`src/rtl/atan2_cordic_pkg.sv`:
```
// atan2_cordic_pkg: shared constants, arctangent table, state encoding and saturation helper
// for the vectoring-mode CORDIC.
package atan2_cordic_pkg;
    localparam int FRAC_BITS = 8;
    localparam int DATA_W = 27;
    localparam int PI_Q = 804;
    localparam int MAG_COMP_COEFF = 155;
    localparam int MAG_MAX = (1 << 26) - 1;
    // round(atan(2^-i) * 256); entries past i = 8 vanish at this precision
    localparam int ATAN_LUT [0:11] = '{201, 119, 63, 32, 16, 8, 4, 2, 1, 0, 0, 0};

    typedef enum logic [1:0] {IDLE, ITERATE, COMP, DONE} state_t;

    function automatic logic signed [DATA_W-1:0] sat(input logic signed [39:0] v,
                                                     input logic signed [39:0] lo,
                                                     input logic signed [39:0] hi);
        return v < lo ? DATA_W'(lo) : v > hi ? DATA_W'(hi) : DATA_W'(v);
    endfunction
endpackage

```
`src/rtl/atan2_cordic_vec_stage.sv`:
```
// cordic_vec_stage: one combinational vectoring micro-rotation, steering y towards zero
// and accumulating the applied angle into z.
module cordic_vec_stage #(
    parameter int W = 29
) (
    input  logic signed [W-1:0] x,
    input  logic signed [W-1:0] y,
    input  logic signed [W-1:0] z,
    input  logic        [3:0]   shift,
    input  logic signed [W-1:0] atan,
    output logic signed [W-1:0] x_next,
    output logic signed [W-1:0] y_next,
    output logic signed [W-1:0] z_next
);
    logic neg;

    assign neg    = y[W-1];
    assign x_next = neg ? x - (y >>> shift) : x + (y >>> shift);
    assign y_next = neg ? y + (x >>> shift) : y - (x >>> shift);
    assign z_next = neg ? z - atan : z + atan;
endmodule

```
`src/rtl/atan2_cordic.sv`:
```
// atan2_cordic: iterative CORDIC returning atan2(y, x), magnitude and a zero-vector flag.
// Define ATAN2_MAG_COMP_EN to add a COMP state that removes the CORDIC gain from mag.
module atan2_cordic
    import atan2_cordic_pkg::*;
#(
    parameter int ITER  = 9,
    parameter int W_INT = 29
) (
    input  logic                     clk,
    input  logic                     reset_n,
    input  logic                     en,
    input  logic                     in_valid,
    output logic                     in_ready,
    input  logic signed [DATA_W-1:0] x_in,
    input  logic signed [DATA_W-1:0] y_in,
    output logic                     out_valid,
    input  logic                     out_ready,
    output logic signed [DATA_W-1:0] angle,
    output logic        [DATA_W-1:0] mag,
    output logic                     zero_vec
);
    state_t state;
    logic signed [W_INT-1:0] x, y, z, x_n, y_n, z_n, xe, ye;
    logic [3:0] i;
    logic zv;

    assign xe = W_INT'(x_in);
    assign ye = W_INT'(y_in);

    cordic_vec_stage #(.W(W_INT)) u_stage (
        .x(x), .y(y), .z(z), .shift(i), .atan(W_INT'(ATAN_LUT[i])),
        .x_next(x_n), .y_next(y_n), .z_next(z_n)
    );

`ifdef ATAN2_MAG_COMP_EN
    logic signed [39:0] comp;
    // 155/256 approximates 1/K; half-LSB added before the shift rounds half up
    assign comp = (40'(x) * 40'(MAG_COMP_COEFF) + 40'(1 << (FRAC_BITS - 1))) >>> FRAC_BITS;
`endif

    always_ff @(posedge clk or negedge reset_n) begin
        if (!reset_n) begin
            state     <= IDLE;
            x         <= '0;
            y         <= '0;
            z         <= '0;
            i         <= '0;
            zv        <= 1'b0;
            in_ready  <= 1'b1;
            out_valid <= 1'b0;
            angle     <= '0;
            mag       <= '0;
            zero_vec  <= 1'b0;
        end else if (en) begin
            case (state)
                IDLE: if (in_valid) begin
                    // left half-plane: rotate by pi so iterations only cover +-pi/2
                    x        <= x_in < 0 ? -xe : xe;
                    y        <= x_in < 0 ? -ye : ye;
                    z        <= x_in < 0 ? (y_in >= 0 ? W_INT'(PI_Q) : -W_INT'(PI_Q)) : '0;
                    i        <= '0;
                    zv       <= x_in == 0 && y_in == 0;
                    in_ready <= 1'b0;
                    state    <= ITERATE;
                end
                ITERATE: begin
                    x <= x_n;
                    y <= y_n;
                    z <= z_n;
                    i <= i + 4'd1;
                    if (i == 4'(ITER - 1)) begin
`ifdef ATAN2_MAG_COMP_EN
                        state <= COMP;
`else
                        state     <= DONE;
                        out_valid <= 1'b1;
                        zero_vec  <= zv;
                        angle     <= zv ? '0 : sat(40'(z_n), -40'(PI_Q), 40'(PI_Q));
                        mag       <= zv ? '0 : sat(40'(x_n), 40'sd0, 40'(MAG_MAX));
`endif
                    end
                end
`ifdef ATAN2_MAG_COMP_EN
                COMP: begin
                    state     <= DONE;
                    out_valid <= 1'b1;
                    zero_vec  <= zv;
                    angle     <= zv ? '0 : sat(40'(z), -40'(PI_Q), 40'(PI_Q));
                    mag       <= zv ? '0 : sat(comp, 40'sd0, 40'(MAG_MAX));
                end
`endif
                DONE: if (out_ready) begin
                    out_valid <= 1'b0;
                    in_ready  <= 1'b1;
                    state     <= IDLE;
                end
                default: state <= IDLE;
            endcase
        end
    end
endmodule

```
`config.mk`:
```
export PLATFORM = sky130hd
export DESIGN_NAME = atan2_cordic
export DESIGN_NICKNAME = d
export VERILOG_FILES = /design/src/rtl/atan2_cordic_pkg.sv /design/src/rtl/atan2_cordic_vec_stage.sv /design/src/rtl/atan2_cordic.sv
export SDC_FILE = /design/constraint.sdc
export NUM_CORES = 1
export LEC_CHECK = 0
export BUFFER_PORTS_ARGS = -buffer_cell sky130_fd_sc_hd__buf_2
export CAP_MARGIN = 20
export CORE_MARGIN = 3
export CORE_UTILIZATION = 60
export DETAILED_ROUTE_END_ITERATION = 16
export HOLD_SLACK_MARGIN = 0.08
export PLACE_DENSITY = 0.79
export SETUP_SLACK_MARGIN = 0.1
export SKIP_CTS_REPAIR_TIMING = 1
export SKIP_LAST_GASP = 1
export SLEW_MARGIN = 20
export SYNTH_ARGS = -nofsm -noshare
export SYNTH_HDL_FRONTEND = slang
export SYNTH_SLANG_ARGS = --single-unit
```
`constraint.sdc`:
```
create_clock -name clk -period 14.6 [get_ports clk]
set_input_delay 0.73 -clock clk [delete_from_list [all_inputs] [get_ports clk]]
set_output_delay 0.73 -clock clk [all_outputs]
set_load 0.02 [all_outputs]
```
* Word-level counts from Yosys, hierarchy flattened
Memory sizes are Yosys's and may differ from the RTL's.
Index checks and enable logic that the tools add are counted.
** Storage, ports and cells
- ROM bits :: 512
- Input bits :: 59
- Bits in registers :: 151
- Memories :: 1
** Memories
- (name not given) :: words 16, width 32, read ports 1, clocked after Yosys merged registers in 0, write ports 0, line atan2_cordic.sv:31 : .x(x), .y(y), .z(z), .shift(i), .atan(W_INT'(ATAN_LUT[i])),
** Operators by class
- Bitwise operators :: 1
- Order comparisons :: 7
- Add/sub/neg operators :: 9
- Equality and inequality tests :: 6
- Muxes and demuxes :: 33
- Reduce and logical (&&, ||, !) cells :: 13
- Shifts and indexed selects :: 2
** Operators by type and width (count)
- $mux 29 :: 12
- $pmux 29 s2 :: 3
- $mux 27 :: 6
- $add 29x29->29 :: 3
- $sub 29x29->29 :: 3
- $logic_not 32->1 :: 2
- $neg 27->29 :: 2
- $sshr 29x4->29 :: 2
- $gt 29x11->1 const B :: 1
- $gt 29x27->1 const B :: 1
- $lt 29x1->1 const B :: 1
- $lt 29x11->1 const B :: 1
- $ge 27x1->1 const B :: 1
- $lt 27x1->1 const B :: 1
- $reduce_and 4->1 :: 3
- $reduce_and 3->1 :: 3
- $pmux 4 s2 :: 1
- $mux 2 :: 3
- $ne 2x2->1 const B :: 3
- $pmux 2 s3 :: 1
- $reduce_bool 2->1 :: 3
- $ge 5x5->1 const B :: 1
- $not 4->5 :: 1
- $add 4x1->4 const B :: 1
- 8 further kinds :: 12

* Depth between registers and ports, before layout
- Word-level depth :: 10
- Depth in mapped cells :: 29
- Mapped depth without buffers :: 24

* Hierarchy
A second synthesis with hierarchy kept.
** Second synthesis, totals
- Cells, all modules :: 2047
- Area total of the unflattened synthesis :: 17030.1 um^2
** By module, submodules not included
- cordic_vec_stage :: times used 1, cells an instance 1210, area each 9369.0 um^2
- atan2_cordic :: times used 1, cells an instance 837, area each 7661.1 um^2

* Least setup slack after synthesis
OpenSTA, ideal clock, no wires.
- Path kind :: register to register
- From :: register i[0]
- To :: register mag[10]
- Setup time :: 121 ps
- Data arrival time :: 6272 ps
- Data required time :: 14479 ps
- Setup slack :: 8207 ps
- Cell stages (with the launch flop) :: 25
- Path through :: dfrtp_1 buf_4 buf_2 buf_2 mux4_2 mux2_2 mux2i_1 ha_1 inv_1 o31ai_1 xor2_1 ha_1 o21a_1 a2111oi_1 o211ai_1 nand3_1 o21bai_1 a311o_1 a221oi_1 xnor2_1 a21boi_1 clkbuf_1 clkbuf_1 nand2_1 a22o_1
** Between the ends
- Cells in the longest elaborated chain, start to end :: 7
- Elaborated cells between the ends (all ways) :: 11
** RTL lines
- start, declared :: line atan2_cordic.sv:24 : logic [3:0] i;
- start signal, assigned :: line atan2_cordic.sv:70 : i <= i + 4'd1;
- $sshr 29x4->29 :: line atan2_cordic_vec_stage.sv:18 : assign x_next = neg ? x - (y >>> shift) : x + (y >>> shift);
- $add 29x29->29 / $sub 29x29->29 (equally long branches) :: line atan2_cordic_vec_stage.sv:18
- $mux 29 :: line atan2_cordic_vec_stage.sv:18
- $gt 29x27->1 :: line atan2_cordic_pkg.sv:17 : return v < lo ? DATA_W'(lo) : v > hi ? DATA_W'(hi) : DATA_W'(v);
- $mux 27 (2 in a row) :: line atan2_cordic_pkg.sv:17
- $mux 27 :: line atan2_cordic.sv:79 : mag <= zv ? '0 : sat(40'(x_n), 40'sd0, 40'(MAG_MAX));
- end signal, assigned :: line atan2_cordic.sv:79
- end, declared :: line atan2_cordic.sv:19 : output logic [DATA_W-1:0] mag,
Several ways; a longest one is shown, not always the timed one.
A chain may end at the register's enable or synchronous reset.

* Final worst setup path
- From :: register i[1]
- To :: register angle[0]
** Between the ends
- Cells in the longest elaborated chain, start to end :: 10
- Elaborated cells between the ends (all ways) :: 14
** RTL lines
- $not 4->5 (not written as such) :: line atan2_cordic.sv:31
- $mem_v2 16x32
- $mux 29 (not written as such) (2 in a row) :: line atan2_cordic.sv:31
- $add 29x29->29 / $sub 29x29->29 (equally long branches) :: line atan2_cordic_vec_stage.sv:20 : assign z_next = neg ? z - atan : z + atan;
- $mux 29 :: line atan2_cordic_vec_stage.sv:20
- $gt 29x11->1 :: line atan2_cordic_pkg.sv:17
- $mux 27 (2 in a row) :: line atan2_cordic_pkg.sv:17
- $mux 27 :: line atan2_cordic.sv:78 : angle <= zv ? '0 : sat(40'(z_n), -40'(PI_Q), 40'(PI_Q));
- end signal, assigned :: line atan2_cordic.sv:78
- end, declared :: line atan2_cordic.sv:18 : output logic signed [DATA_W-1:0] angle,
Several ways; a longest one is shown, not always the timed one. The select of a mux whose other input is x is not followed.

==> flow_summary.toml <==
[yosys]
synth_edf_count = 0
proportion_of_synthesized_chip_area_in_sequential_cells = 0.237
synth.top_cells.by_count = "sky130_fd_sc_hd__nand2_1 (226), sky130_fd_sc_hd__a21oi_1 (152), sky130_fd_sc_hd__nor2_1 (151)"
synthDominantAreaCellType = "sky130_fd_sc_hd__dfrtp_1"
top_flip_flop_cell_by_instance_count_after_synthesis = "sky130_fd_sc_hd__dfrtp_1"
synth.net_count = 2035
syn_inst = 1876
yosys_warnings = 0
ys_ff_latch = 151
yosysMostFrequentCell = "sky130_fd_sc_hd__nand2_1"
synthTopCellsByArea = "sky130_fd_sc_hd__dfrtp_1 (24%), sky130_fd_sc_hd__mux4_2 (7.6%), sky130_fd_sc_hd__ha_1 (7.6%)"
async_reset_ff_frac = 1.00
synthesis.area_sq_um = 15900
syn_avg_cell_area_sq_um = 8.50
post-synth-top-area-fraction = 0.235
synth_cell_type_count = 90

[floorplan]
num_rows = 59
initial_utilization = 0.612
die_w_um = 169
floorplan.die.height_um = 169
die-area_sq_um = 28600
core_footprint_sq_um = 26100
design.portCount = 116

[sta]
min_period_over_period = 0.489
timing_hold_violations_final = 0
fin_ws_ps = 7470
tns_ps = 0
rsz0062_at_grt = "false"
timing_max_transition_violations_final = 0
fin_worst_skew_ps = 18.5
relSlewSlack = 0.294
fin_crit_ps = 7130
worst_slew_pin_slew_ps = 1060
timing.fmax_mhz = 140
report.final.setup_viol = 0

[cells_and_area]
multiInputGateArea_sq_um = 11600
layout.filler_cells = 2182
area.sequential_sq_um = 3780
num_antenna_cells = 0
num-nets-final = 2083
areaGrowthSynthToFinish_pct = 8.29
layout-drive-gt1-share = 0.151

[worst_setup_path]
cpPeakStageDelay_ps = 930
worst_path_max_delay_cell = "sky130_fd_sc_hd__dfrtp_2"
critical-path-top-delay-family = "compound AO/OA/AOI/OAI gates"
timing.critical_path.buf_inv = 3
crit_required_ps = 14910
worstPathCellList = "buf_4, inv_1, ha_1, nand2_1, a21oi_1, inv_1, ha_1, o31ai_1, o31ai_1, ha_1, a21oi_1, o22ai_1, nor2_1, a21boi_1, o41ai_1, xnor2_1, or4_1, nor4_1, a41oi_1, o41ai_1"
timing.setup.critical_path_class = "reg2reg"
timing.critical_path.arrival_ps = 7450
start_kind = "flop"
crit_fanout = 36
worst_path_most_repeated_cell = "sky130_fd_sc_hd__ha_1"
setup.worst_path.end_class = "flop"

[run_status]
run_status = "completed"

[placement]
detailedPlace.worstSlack_ps = 7370
io_buffer_count = 115
gpl.final_weighted_congestion = 0.951
hpwlAfterDp_um = 33100

[global_route]
grt_first_pass_wirelength_um = 73600
global_route.overflow_total = 0
grt_max_degree = 86
number_of_global_route_vias_before_repair = 14300
grt_antenna_before_repair = 1
grt_usage = 0.314

[drt]
drt_pass1_iterations = 5
drc = 0
wl_um = 45400
vias_per_cell = 6.64
route.vias.total = 15100
wl_per_cell_um = 20.0
antenna_left = 0
drt_iter0_markers = 1360

[worst_hold_path]
timing.hold.worst.class = "in2async"

[clock_tree]
root_buffer = "sky130_fd_sc_hd__clkbuf_16"
clk-insertion-delay-late_ps = 450
cts_buffers = 17
cts.sink_count = 151
tritoncts = "done"
worst_setup_hold_path_clk_slew_ps = 80
htree_levels = 4
ctsLongestPathBuffers = 2

[flow_run]
maxCapViolCount = 0
[final timing paths]
kind | startpoint | end | slack [ps] | depth (start not counted)
max in group asynchronous | reset_n | x[4] | 12850 | 2
hold / removal | reset_n | angle[17] | 330 | 1
setup reg to reg | i[1] | angle[0] | 7470 | 20
min in group clk | angle[18] | angle[18] | 470 | 1
hold reg to reg | angle[18] | angle[18] | 470 | 1
setup / recovery | i[1] | angle[0] | 7470 | 20
[worst register-to-register path: cells and delay by family, from the launching register on]
kind | cells | cell delay (ps)
compound gates | 9 | 2860
simple gates | 4 | 1210
flops | 1 | 930
fa+ha+maj | 3 | 970
xor+xnor | 1 | 140
buf+inv | 3 | 890
[state kept, by name, summed over array words and instances, names as in the netlist]
signal and cells:
z 29, zero_vec 1, angle 27, i 4
out_valid 1, zv 1, y 29, x 29
in_ready 1, state 2, mag 27
[cells in the final DEF (no fill, tap or decap), drive strengths merged, types with 45 or more instances in the layout]
master	n
nand2	226
a21oi	152
mux4	60
nor2	153
xnor2	107
o21ai	135
a21o	55
dfrtp	150
ha	97
buf	130
xor2	65
inv	45
[through the flow]
stage	area (sq um)	util	hold slack, ps	cells
after floorplan	15900	-	434	1876
after global placement	16600	0.638	454	2240
after detailed placement	16600	0.638	460	2240
after CTS	17200	0.662	381	2272
after global routing	17300	0.663	400	2272
final	17300	0.663	330	2272
[logic make-up (layout without fill, tap and decap cells)]
group	count (synthesis)	count (layout)	share of synthesized area
and+or+nand+nor	603	603	0.178
AOI/OAI and AO/OA	572	572	0.233
xor gates and xnor gates	172	172	0.0950
DFF	151	151	0.237
buffers and inverters	140	201	0.0390
muxes	138	138	0.138
adders and majority gates	100	100	0.0799
[metal layers]
layer	vias to the layer above	wire (um)	track usage	share of wire
li1	7061	-	-	-
met1	7361	19200	0.408	0.42
met2	546	22300	0.546	0.49
met3	113	2430	0.0409	0.053
met4	0	1400	0.0999	0.031
met5	-	0	0	0
[cell type report]
cell class	instances	share of cell area
Multi-Input combinational cell	1585	0.672
Clock buffer	17	0.0246
Tap cell	335	0.0243
Timing Repair Buffer	130	0.0402
Sequential cell	151	0.219
Clock inverter	15	0.0112
Inverter	39	0.00848
Power is left out: the tool's default activity adds up to more than one toggle a clock period on the data nets, which glitch-free logic cannot reach.
